## src/rtl/tod_bcd_counter.sv

```systemverilog
// tod_bcd_counter
//   24-hour time-of-day counter (HH:MM:SS) with six BCD digit outputs. It has a
//   1 Hz prescaler and rising-edge set inputs for minutes and hours. It also
//   produces per-second, per-minute and per-day strobes for the alarm logic.
//
// Parameters
//   TICKS_PER_SEC  clk cycles per second
//
// Ports
//   clk          system clock
//   rst          synchronous, active-high reset
//   run          1 = time advances, 0 = frozen (prescaler held)
//   set_min      set-minute button level (already debounced)
//   set_hr       set-hour button level (already debounced)
//   hr_tens/hr_ones, min_tens/min_ones, sec_tens/sec_ones   BCD digits
//   sec_tick     one-cycle pulse when the prescaler reaches terminal count
//   min_strobe   one-cycle pulse when time enters a new minute (SS = 00)
//   day_wrap     one-cycle pulse on 23:59:59 -> 00:00:00
//
//   All outputs are registered.

module tod_bcd_counter #(
    parameter int unsigned TICKS_PER_SEC = 50_000_000
) (
    input  logic       clk,
    input  logic       rst,
    input  logic       run,
    input  logic       set_min,
    input  logic       set_hr,
    output logic [3:0] hr_tens,
    output logic [3:0] hr_ones,
    output logic [3:0] min_tens,
    output logic [3:0] min_ones,
    output logic [3:0] sec_tens,
    output logic [3:0] sec_ones,
    output logic       sec_tick,
    output logic       min_strobe,
    output logic       day_wrap
);

    localparam int unsigned PreW = (TICKS_PER_SEC > 1) ? $clog2(TICKS_PER_SEC) : 1;
    localparam logic [PreW-1:0] PreMax = PreW'(TICKS_PER_SEC - 1);

    // BCD two-digit increment. Returns {wrap, tens, ones}. The field wraps to
    // 00 after (last_tens, last_ones).
    function automatic logic [8:0] bcd_inc(input logic [3:0] tens,
                                           input logic [3:0] ones,
                                           input logic [3:0] last_tens,
                                           input logic [3:0] last_ones);
        logic [8:0] r;
        if (tens == last_tens && ones == last_ones) begin
            r = 9'b1_0000_0000;
        end else if (ones == 4'd9) begin
            r = {1'b0, tens + 4'd1, 4'd0};
        end else begin
            r = {1'b0, tens, ones + 4'd1};
        end
        return r;
    endfunction

    logic [PreW-1:0] pre_q, pre_d;
    logic            set_min_q, set_hr_q;
    logic            min_edge, hr_edge, tc;
    logic            sec_carry, min_carry;
    logic [8:0]      sec_inc, min_inc, hr_inc;
    logic [3:0]      ht_d, ho_d, mt_d, mo_d, st_d, so_d;
    logic            sec_tick_d, min_strobe_d, day_wrap_d;

    always_comb begin
        min_edge = set_min & ~set_min_q;
        hr_edge  = set_hr & ~set_hr_q;
        tc       = run && (pre_q == PreMax);

        sec_inc = bcd_inc(sec_tens, sec_ones, 4'd5, 4'd9);
        min_inc = bcd_inc(min_tens, min_ones, 4'd5, 4'd9);
        hr_inc  = bcd_inc(hr_tens, hr_ones, 4'd2, 4'd3);

        pre_d = pre_q;
        if (run) begin
            pre_d = tc ? '0 : pre_q + 1'b1;
        end
        if (min_edge) begin
            pre_d = '0;
        end

        ht_d      = hr_tens;
        ho_d      = hr_ones;
        mt_d      = min_tens;
        mo_d      = min_ones;
        st_d      = sec_tens;
        so_d      = sec_ones;
        sec_carry = 1'b0;
        min_carry = 1'b0;

        // A set_min edge clears SS, so the tick's own increment is dropped.
        if (tc && !min_edge) begin
            {st_d, so_d} = sec_inc[7:0];
            sec_carry    = sec_inc[8];
        end

        if (min_edge) begin
            {mt_d, mo_d} = min_inc[7:0];
            st_d         = 4'd0;
            so_d         = 4'd0;
        end else if (sec_carry) begin
            {mt_d, mo_d} = min_inc[7:0];
            min_carry    = min_inc[8];
        end

        // A set_hr edge that coincides with a minute carry still gives one +1.
        if (hr_edge || min_carry) begin
            {ht_d, ho_d} = hr_inc[7:0];
        end

        sec_tick_d   = tc;
        min_strobe_d = sec_carry || min_edge;
        day_wrap_d   = min_carry && hr_inc[8] && !hr_edge;
    end

    always_ff @(posedge clk) begin
        if (rst) begin
            pre_q      <= '0;
            set_min_q  <= 1'b0;
            set_hr_q   <= 1'b0;
            hr_tens    <= 4'd0;
            hr_ones    <= 4'd0;
            min_tens   <= 4'd0;
            min_ones   <= 4'd0;
            sec_tens   <= 4'd0;
            sec_ones   <= 4'd0;
            sec_tick   <= 1'b0;
            min_strobe <= 1'b0;
            day_wrap   <= 1'b0;
        end else begin
            pre_q      <= pre_d;
            set_min_q  <= set_min;
            set_hr_q   <= set_hr;
            hr_tens    <= ht_d;
            hr_ones    <= ho_d;
            min_tens   <= mt_d;
            min_ones   <= mo_d;
            sec_tens   <= st_d;
            sec_ones   <= so_d;
            sec_tick   <= sec_tick_d;
            min_strobe <= min_strobe_d;
            day_wrap   <= day_wrap_d;
        end
    end

endmodule

```

## config.mk

```make
export PLATFORM = sky130hd
export DESIGN_NAME = tod_bcd_counter
export DESIGN_NICKNAME = d
export VERILOG_FILES = /design/src/rtl/tod_bcd_counter.sv
export SDC_FILE = /design/constraint.sdc
export NUM_CORES = 1
export LEC_CHECK = 0
export BUFFER_PORTS_ARGS = -buffer_cell sky130_fd_sc_hd__buf_2
export CAP_MARGIN = 20
export CORE_MARGIN = 4
export CORE_UTILIZATION = 58
export DETAILED_ROUTE_END_ITERATION = 10
export MAX_ROUTING_LAYER = met4
export PLACE_DENSITY = 0.82
export SYNTH_ARGS = -nofsm -noshare
export SYNTH_HDL_FRONTEND = slang
export SYNTH_SLANG_ARGS = --single-unit
```

## constraint.sdc

```tcl
create_clock -name clk -period 3.3 [get_ports clk]
set_clock_uncertainty 0.1 [all_clocks]
set_input_delay 0 -clock clk [delete_from_list [all_inputs] [get_ports clk]]
set_output_delay 0 -clock clk [all_outputs]
set_load 0.03 [all_outputs]
```

==> results of run 1 <==
-- cells by family after synthesis --
family          synth area share
compound gates             0.100
xor+xnor                  0.0868
simple gates               0.317
flops                      0.390
buf+inv                   0.0332
fa+ha+maj                 0.0576
mux                       0.0151
-- worst max-delay path, stage by stage, from the launching register on --
cell,delay [ps]
dfxtp_1,380
or4b_2,680
or4_1,450
or3_4,420
a21oi_1,290
mux2_2,380
-- flip-flops by register name, indices dropped and copies added, names as in the netlist --
| register | flops |
|---|---|
| day_wrap | 1 |
| sec_tens | 4 |
| pre_q | 26 |
| sec_tick | 1 |
| hr_ones | 4 |
| set_min_q | 1 |
| min_strobe | 1 |
| sec_ones | 4 |
| min_tens | 4 |
| set_hr_q | 1 |
| min_ones | 4 |
| hr_tens | 4 |
-- power breakdown --
part | internal (mW) | switching [mW]
combinational | 0.0368 | 0.0620
clock | 0.146 | 0.216
sequential | 0.675 | 0.0140
total | 0.858 | 0.292
-- layout make-up --
type,instances,area (µm²),area share
inverters,14,52.6,0.0166
well taps,67,83.8,0.0264
multi-input cells,255,1630,0.513
flip-flops and latches,55,1100,0.347
repair buffers,38,223,0.0702
clock buffers,5,68.8,0.0217
clock inverters,3,15.0,0.00473
-- stage by stage --
step | hold slack, ps | util | setup slack, ps | cells | total power [mW]
4_1_cts | 398 | 0.672 | 510 | 437 | 1.16
3_3_place_gp | 136 | 0.641 | 590 | 423 | 0.795
2_1_floorplan | 28.2 | - | 728 | 333 | 0.773
6_report | 399 | 0.672 | 501 | 437 | 1.15
5_1_grt | 432 | 0.672 | 437 | 437 | 1.20
3_5_place_dp | 148 | 0.641 | 545 | 423 | 0.797
-- synth_stat cells, types with 2 or more instances --
cell and n:
dfxtp_1 55, nor2_1 40, nand2_1 21, nand3_1 17, a21oi_1 16, nand4_1 15
inv_1 14, xnor2_1 14, xor2_1 14, ha_1 13, nor3_1 13, nand2b_1 12
o21ai_0 10, nor4_1 8, clkbuf_1 7, and3_1 5, nor2b_1 5, or4_1 5
and3b_1 4, and4_1 4, a211o_1 3, nand3b_1 3, o22ai_1 3, or3_1 3
a21boi_0 2, mux2_2 2, mux2i_1 2, or2_2 2, or4_4 2
-- worst paths after layout --
check                           slack [ps]          end         from
worst min-delay path                   400  sec_tens[3]  sec_tens[3]
worst max-delay path                   500  min_tens[1]     pre_q[7]
worst max register to register         500  min_tens[1]     pre_q[7]
worst min register to register         400  sec_tens[3]  sec_tens[3]
-- layer usage --
layer	global-route usage	part of all wire	wire [µm]	up-vias
li1	-	-	-	1251
met1	0.251	0.47	2760	1188
met2	0.372	0.48	2840	48
met3	0.0360	0.040	234	8
met4	0.0534	0.0097	57	0
met5	-	0	0	-
==> key figures, run 1 <==
Status
  • Status: finished, final reports clean

Floorplan
  • Core area: 4720 µm²
  • Die Wd: roughly 78 µm
  • Die height: 77.8 µm
  • Row cnt: 25
  • Full die area: ~6000 µm²
  • Initial Util: 0.598
  • IO Pins: 32

Clock tree
  • Root Buffer: clkbuf_8
  • Clk_lat worst skew: 310 ps
  • CTS sink count: 55
  • CTS clk-pin slew, worst paths: 90 ps
  • CTS H-tree lvls: 2
  • Maximum clock path buffer count: 2
  • Hold buffers post-CTS: 6
  • TritonCTS Buffers: 5
  • Post-CTS Setup Bufs: 0
  • CTS tree: built
  • Cts repair resizes: 0

Finish
  • Area growth syn-to-layout: 12.4%
  • FILL cells: 409
  • Most frequent cells in the layout: dfxtp_1, nor2_1, buf_2
  • Total Nets Final: 387
  • Share of cells above drive strength 1: 0.132
  • Fin area: around 3200 µm²
  • Commonest non-fill, non-tap cell in the layout: dfxtp_1
  • Ant. Diodes: 0

Global routing
  • Gr usage total: 0.212
  • Number of global-route vias before repair: 2421
  • Pin count of the biggest net entering global routing: 24
  • Global-route wire length before repair: 10.4 mm
  • Antenna violations before repair: 0
  • GR Overflow Total: 0

Synthesis
  • Cell area after synthesis: about 2800 µm²
  • Synth cell types: 48
  • Synth area leaders: dfxtp_1, ha_1, nor2_1, xnor2_1, xor2_1
  • Post-synthesis sequential area ratio: 0.390
  • Register bit total from synthesis: 55
  • Ys async rst share: 0
  • Main synth FF type: dfxtp_1
  • Syn nets: 351
  • Yosys warnings: 0
  • Number of synthesized flops with an enable pin: 0
  • Mean Syn Cell Area: 8.48 µm²
  • Mapped Cells: roughly 330
  • Cell taking the most area after synthesis: dfxtp_1
  • Top cell type's share of synthesized area: 0.390

Detailed routing
  • Via density per instance: 5.71
  • DRT antenna net count: 0
  • Via count: roughly 2500
  • Starting DRC count in detailed routing: 111
  • Post-Route WL: 5.89 mm
  • WL/cell: 13.5 µm
  • 1st-pass router iterations: 4
  • Detailed-route DRC error count: 0

Worst hold path
  • WHS Path Cells: 2
  • Hold Path Class: reg -> reg

Run
  • Number of max-cap violations: 0

Timing
  • Final Critical Period: 2800 ps
  • Final period util: 0.848
  • Slew headroom: 0.491
  • Setup TNS: 0 ps
  • Final setup fails: 0
  • Maximum clock rate: 357 MHz
  • Slew Limit Fails: 0
  • Worst-Margin Slew: ~760 ps
  • Fin. Hold Viols: 0
  • RSZ-0062 raised after global routing: false

Setup path
  • Setup CP Type: reg -> reg
  • Worst r2r path cells: 5
  • Worst-path fanout max: 12
  • Crit end category: flop
  • WP data arrival: slightly below 3000 ps
  • Required time worst endpoint: 3400 ps
  • Worst Setup Start Kind: flop

Placed design
  • DP Wirelength: 4.18 mm
  • Routability congestion estimate: 0.899
  • Post-DP Area: 3030 µm²
  • Port-buffer cells: 31

Power and ir drop
  • Max VDD drop: 0.268 mV
  • Power per cell area: 362 nW/µm²
  • Leakage power: 1.17 nW
Note: power is estimated with default switching activity, not from simulation.
==> run 2: changes to the inputs <==
--- a/config.mk
+++ b/config.mk
@@ -8,10 +8,10 @@
 export BUFFER_PORTS_ARGS = -buffer_cell sky130_fd_sc_hd__buf_2
 export CAP_MARGIN = 20
 export CORE_MARGIN = 4
-export CORE_UTILIZATION = 58
+export CORE_UTILIZATION = 52
 export DETAILED_ROUTE_END_ITERATION = 10
 export MAX_ROUTING_LAYER = met4
-export PLACE_DENSITY = 0.82
+export PLACE_DENSITY = 0.78
 export SYNTH_ARGS = -nofsm -noshare
 export SYNTH_HDL_FRONTEND = slang
 export SYNTH_SLANG_ARGS = --single-unit
==> constraint.sdc (replaced) <==
create_clock -name clk -period 2.5 [get_ports clk]
set_clock_uncertainty 0.1 [all_clocks]
set_input_delay 0 -clock clk [delete_from_list [all_inputs] [get_ports clk]]
set_output_delay 0 -clock clk [all_outputs]
set_load 0.03 [all_outputs]
==> run 2 against run 1 <==
Effect of this change: sequential cell count unchanged; fmax increased by 11%; sequential share of layout area decreased by 2.5 points; count of clock-buffer cells in the layout unchanged; largest cell class unchanged; the run now ends with setup timing left; global-route usage decreased by 0.95 points.
==> key figures, run 2 (synthesis gave the netlist of run 1 again) <==
Detailed routing
  • Via count: 2557 (+2.5%)
  • Via density per instance: 5.51 (-3.5%)
  • Post-Route WL: 6.09 mm (+3.3%)
  • 1st-pass router iterations: 4 (unchanged)
  • Starting DRC count in detailed routing: 73 (-34%)
  • DRT antenna net count: 0 (unchanged)
  • Detailed-route DRC error count: 0 (unchanged)
  • WL/cell: 13.1 µm (-2.7%)

Placed design
  • Post-DP Area: 3210 µm² (+6.1%)
  • Port-buffer cells: 31 (unchanged)
  • Routability congestion estimate: 0.814 (-9.4%)
  • Placed cells: 448 (+5.9%)
  • DP Wirelength: 4.44 mm (+6.0%)

Clock tree
  • CTS sink count: 55 (unchanged)
  • Root Buffer: clkbuf_8
  • TritonCTS Buffers: 5 (unchanged)
  • Maximum clock path buffer count: 2 (unchanged)
  • CTS tree: built
  • CTS clk-pin slew, worst paths: 110 ps (+20 ps)
  • CTS H-tree lvls: 2 (unchanged)
  • Clk_lat worst skew: 310 ps (about the same)

Timing
  • Final Critical Period: 2530 ps (-271 ps)
  • Final period util: 1.01 (+0.163)
  • Slew Limit Fails: 0 (unchanged)
  • RSZ-0062 raised after global routing: true
  • Worst-Margin Slew: 635 ps (-127 ps)
  • Smallest setup slack after layout: -27.6 ps (-529 ps)
  • Final setup fails: 4 (+4)
  • Slew headroom: 0.573 (+0.0827)
  • Maximum clock rate: 396 MHz (+11%)
  • Fin. Hold Viols: 0 (unchanged)

Setup path
  • Crit end category: flop
  • Worst Setup Start Kind: flop
  • R2R Path Start: pre_q[9]
  • Reg2reg setup slack: -30 ps (-530 ps)
  • Worst-path fanout max: 4 (-8)
  • WP data arrival: 2640 ps (-260 ps)
  • Worst r2r path cells: 5 (unchanged)
  • Reg2reg end: hr_ones[3]
  • Required time worst endpoint: 2610 ps (-790 ps)
  • Critical Path Sink: hr_ones[3]
  • Worst setup startpoint: pre_q[9]
  • Setup CP Type: reg -> reg

Floorplan
  • Full die area: 6670 µm² (+10%)
  • Die Wd: 81.7 µm (+5.0%)
  • Die height: 81.7 µm (+5.0%)
  • IO Pins: 32 (unchanged)
  • Initial Util: 0.546 (-0.0519)
  • Core area: 5170 µm² (+9.5%)
  • Row cnt: 26 (+4.0%)

Finish
  • Fin area: 3420 µm² (+7.8%)
  • Total Nets Final: 411 (+6.2%)
  • Most frequent cells in the layout: dfxtp_1, nor2_1, buf_2
  • Ant. Diodes: 0 (unchanged)
  • Top reg by flops: pre_q
  • FILL cells: 430 (+5.1%)
  • Share of cells above drive strength 1: 0.201 (+0.0681)
  • Area growth syn-to-layout: 21.2%
  • Commonest non-fill, non-tap cell in the layout: dfxtp_1
  • Max reg flops: 26 (unchanged)
  • Finished Layout Cells: 464 (+6.2%)

Power and ir drop
  • Max VDD drop: 0.300 mV (+12%)
  • Leakage power: 1.30 nW (+11%)
  • Power per cell area: 458 nW/µm² (+26%)
  • Total chip power: 1.57 mW (+36%)

Status
  • Failing checks: setup timing
  • Status: complete, but fails checks

Global routing
  • Antenna violations before repair: 0 (unchanged)
  • Pin count of the biggest net entering global routing: 24 (unchanged)
  • GR Overflow Total: 0 (unchanged)
  • Global-route wire length before repair: 10.6 mm (+1.7%)
  • Gr usage total: 0.202 (-0.00952)
  • Number of global-route vias before repair: 2424 (+0.12%)

Worst hold path
  • Hold Path Class: reg -> reg

Run
  • Number of max-cap violations: 0 (unchanged)
-- run 2: changes by cell type in the layout (fill, tap and decap cells not counted), sizes merged --
cell      delta
inv          +1
buf         +24
clkinv       -2
clkinvlp     +1
-- run 2: final cells by class --
type / count / area [µm²] / area share
clock inverters: 3 / 27.5 / 0.00804
clock buffers: 5 / 68.8 / 0.0201
repair buffers: 62 / 410 / 0.120
flip-flops and latches: 55 / 1100 / 0.322
multi-input cells: 255 / 1670 / 0.489
well taps: 70 / 87.6 / 0.0256
inverters: 14 / 52.6 / 0.0154
-- run 2: layer usage --
layer / vias to the layer above / part of all wire / GRT usage
met5: - / 0 / -
met4: 0 / 0.0076 / 0.0449
met3: 4 / 0.034 / 0.0362
met2: 44 / 0.51 / 0.345
met1: 1205 / 0.45 / 0.251
li1: 1304 / - / -
-- run 2: critical path, cell delays in order (launching register included) --
cell and delay, ps:
dfxtp_1 320, or4_4 550, or4_4 550, or4_4 470
a22o_1 250, a32o_1 190
-- run 2: where the power goes --
part / switching [mW] / total, mW / internal, mW
registers: 0.0158 / 0.907 / 0.891
clock network: 0.307 / 0.513 / 0.206
logic: 0.0897 / 0.147 / 0.0571
-- run 2: worst min path at each step --
stage | to | depth (start not counted) | startpoint | slack, ps
global placement | set_hr_q | 2 | set_hr | 130
detailed placement | set_min_q | 2 | set_min | 160
finish | sec_tens[3] | 2 | sec_tens[3] | 410
floorplan | set_hr_q | 1 | set_hr | 30
global route | sec_tens[3] | 2 | sec_tens[3] | 450
CTS | sec_tens[3] | 2 | sec_tens[3] | 420
-- run 2: repair_timing --
item,CTS,global route
endpoints found under the setup margin,11,14
setup buffers,2,0
pin swaps,2,1
hold buffers,6,0
gates resized for setup,6,5
endpoints found under the hold margin,9,0
-- run 2: through the flow --
step	TNS [ps]	utilization	hold slack, ps	setup WS, ps
finish	-69.4	0.662	411	-27.6
global route	-553	0.662	450	-88.6
CTS	-103	0.659	418	-40.3
detailed placement	-299	0.621	160	-75.5
global placement	-25.4	0.621	130	-19.0
floorplan	-11.9	-	28.2	-5.97
==> run 3: changes to the inputs <==
--- a/config.mk
+++ b/config.mk
@@ -8,10 +8,10 @@
 export BUFFER_PORTS_ARGS = -buffer_cell sky130_fd_sc_hd__buf_2
 export CAP_MARGIN = 20
 export CORE_MARGIN = 4
-export CORE_UTILIZATION = 52
+export CORE_UTILIZATION = 49
 export DETAILED_ROUTE_END_ITERATION = 10
 export MAX_ROUTING_LAYER = met4
-export PLACE_DENSITY = 0.78
+export PLACE_DENSITY = 0.72
 export SYNTH_ARGS = -nofsm -noshare
 export SYNTH_HDL_FRONTEND = slang
 export SYNTH_SLANG_ARGS = --single-unit
==> constraint.sdc (replaced) <==
create_clock -name clk -period 2.8 [get_ports clk]
set_clock_uncertainty 0.1 [all_clocks]
set_input_delay 0 -clock clk [delete_from_list [all_inputs] [get_ports clk]]
set_output_delay 0 -clock clk [all_outputs]
set_load 0.03 [all_outputs]
==> run 3 against run 2 <==
Effect of this change: the run now ends clean; first-iteration DRC count grew 63%; sequential share of layout area grew 1.4 points; cell area shrank 4.1%; die area grew 5.5%; via count shrank 2.1%; combinational power shrank 18%; final cell count shrank 3.2%; count of clock-buffer cells in the layout is the same; clock power grew 5.3%; critical path depth is the same; sequential power shrank 10%; sequential cell count is the same; critical endpoint unchanged; highest routed layer unchanged.
==> key figures, run 3 (synthesis gave the netlist of run 1 again) <==
Status
  • Status: finished, final reports clean

Finish
  • Area growth syn-to-layout: 16.2%
  • Top reg by flops: pre_q
  • Share of cells above drive strength 1: 0.154 (-0.0467)
  • Total Nets Final: 394 (-4.1%)
  • Max reg flops: 26 (unchanged)
  • Final Util: 0.592 (-0.0692)
  • FILL cells: 504 (+17%)
  • Most frequent cells in the layout: dfxtp_1, nor2_1, buf_2
  • Finished Layout Cells: 449 (-3.2%)
  • Commonest non-fill, non-tap cell in the layout: dfxtp_1
  • Ant. Diodes: 0 (unchanged)

Global routing
  • Pin count of the biggest net entering global routing: 24 (unchanged)
  • Antenna violations before repair: 0 (unchanged)
  • GR met3 Demand/Resource: 0.0375 (+0.00133)
  • Gr usage total: 0.179 (-0.0239)
  • GR Layer Usage met1: 0.226 (-0.0245)
  • GR Overflow Total: 0 (unchanged)
  • Number of global-route vias before repair: 2312 (-4.6%)
  • Global-route wire length before repair: 10.4 mm (-2.3%)
  • Most Crowded Layer GR: met2
  • Routing usage on met2: 0.284 (-0.0611)

Placed design
  • Port-buffer cells: 31 (unchanged)
  • Placed cells: 435 (-2.9%)
  • Routability congestion estimate: 0.816 (+0.15%)
  • DP Wirelength: 4.33 mm (-2.3%)

Floorplan
  • Die height: 83.9 µm (+2.7%)
  • IO Pins: 32 (unchanged)
  • Row cnt: 27 (+3.8%)
  • Initial Util: 0.510 (-0.0362)
  • Full die area: 7040 µm² (+5.5%)
  • Die Wd: 83.9 µm (+2.7%)
  • Core area: 5540 µm² (+7.1%)

Detailed routing
  • WL/cell: 13.1 µm (about the same)
  • Via count: 2503 (-2.1%)
  • Detailed-route DRC error count: 0 (unchanged)
  • DRT antenna net count: 0 (unchanged)
  • 1st-pass router iterations: 4 (unchanged)
  • Via density per instance: 5.57 (+1.2%)
  • Starting DRC count in detailed routing: 119 (+63%)
  • Post-Route WL: 5.89 mm (-3.3%)

Setup path
  • Worst-path fanout max: 5 (+1)
  • Crit end category: flop
  • Worst r2r path cells: 5 (unchanged)
  • Setup CP Type: reg -> reg
  • Reg2reg setup slack: 100 ps (+120 ps)
  • Required time worst endpoint: 2910 ps (+300 ps)
  • Worst Setup Start Kind: flop
  • Reg2reg end: hr_ones[3]
  • R2R Path Start: pre_q[9]
  • WP data arrival: 2810 ps (+170 ps)

Timing
  • Final Critical Period: 2700 ps (+175 ps)
  • Slew headroom: 0.587 (+0.0137)
  • Slew Limit Fails: 0 (unchanged)
  • RSZ-0062 raised after global routing: false
  • Fin. Hold Viols: 0 (unchanged)
  • Setup TNS: 0 ps (+69.4 ps)
  • Final setup fails: 0 (-4)
  • Final period util: 0.965 (-0.0457)
  • Maximum clock rate: 370 MHz (-6.5%)
  • Worst-Margin Slew: 614 ps (-20.5 ps)

Clock tree
  • TritonCTS Buffers: 5 (unchanged)
  • CTS clk-pin slew, worst paths: 110 ps (about the same)
  • Root Buffer: clkbuf_8
  • CTS H-tree lvls: 2 (unchanged)
  • Maximum clock path buffer count: 2 (unchanged)
  • Post-CTS Setup Bufs: 0 (-2)
  • CTS tree: built
  • Clk_lat worst skew: 310 ps (about the same)
  • CTS sink count: 55 (unchanged)

Worst hold path
  • Hold_sp: sec_tens[3]
  • Hold Path Class: reg -> reg
  • Min-Delay Endpoint: sec_tens[3]
  • WHS Path Cells: 2 (unchanged)

Power and ir drop
  • Int Power: 1.11 mW (-3.6%)
  • Sequential power share: 0.552 (-0.027)
  • Power per cell area: 449 nW/µm² (-1.9%)
  • Clk pwr share: 0.367 (+0.040)
  • Max VDD drop: 0.253 mV (-15%)
  • Logic pwr share: 0.082 (-0.012)
  • Psw: 0.360 mW (-13%)
  • Total chip power: 1.47 mW (-6.0%)
  • Sw Ratio: 0.244 (-0.0187)
  • Leakage power: 1.22 nW (-6.4%)

Run
  • Number of max-cap violations: 0 (unchanged)
-- run 3: power by group through the flow --
stage	clock network, mW	registers (mW)	logic, mW
final	0.540	0.813	0.120
after detailed placement	0	0.831	0.113
after global routing	0.590	0.816	0.132
after CTS	0.559	0.813	0.119
after global placement	0	0.830	0.112
after floorplan	0	0.849	0.0615
-- run 3: worst max-delay path, stage by stage (launching register included) --
cell and delay (ps):
dfxtp_1 360, or4_4 560, or4_1 570, or4_4 550, a22o_1 260, a32o_1 200
-- run 3: layout make-up --
cell class / instances / area (µm²) / area share
clock buffers: 5 / 68.8 / 0.0210
repair buffers: 45 / 275 / 0.0839
multi-input cells: 255 / 1650 / 0.502
well taps: 72 / 90.1 / 0.0274
inverters: 14 / 52.6 / 0.0160
clock inverters: 3 / 47.5 / 0.0145
flip-flops and latches: 55 / 1100 / 0.335
-- run 3: worst max path at each step --
stage | from | endpoint | slack [ps]
6_report | pre_q[9] | hr_ones[3] | 100
5_1_grt | pre_q[9] | hr_ones[3] | 40
4_1_cts | pre_q[9] | min_tens[1] | 70
3_5_place_dp | pre_q[9] | min_tens[1] | 110
3_3_place_gp | pre_q[9] | min_tens[0] | 140
2_1_floorplan | pre_q[7] | min_tens[0] | 230
-- run 3: layer usage --
metal  up-vias  wire length (µm)
li1       1273                 -
met4         0                76
met1      1166              2740
met2        58              2810
met3         6               265
met5         -                 0
-- run 3: timing repair --
item                       in CTS  in global routing
setup endpoints to repair       0                  3
hold endpoints to repair       10                  0
hold buffers                    6                  0
gates resized for setup         0                  4
-- run 3: stage by stage --
| stage | setup WS [ps] | hold WS, ps | area, µm² |
|---|---|---|---|
| global route | 38.6 | 451 | 3280 |
| CTS | 68.5 | 410 | 3260 |
| finish | 96.9 | 409 | 3280 |
| floorplan | 228 | 28.2 | 2820 |
| detailed placement | 106 | 159 | 3090 |
| global placement | 144 | 131 | 3090 |
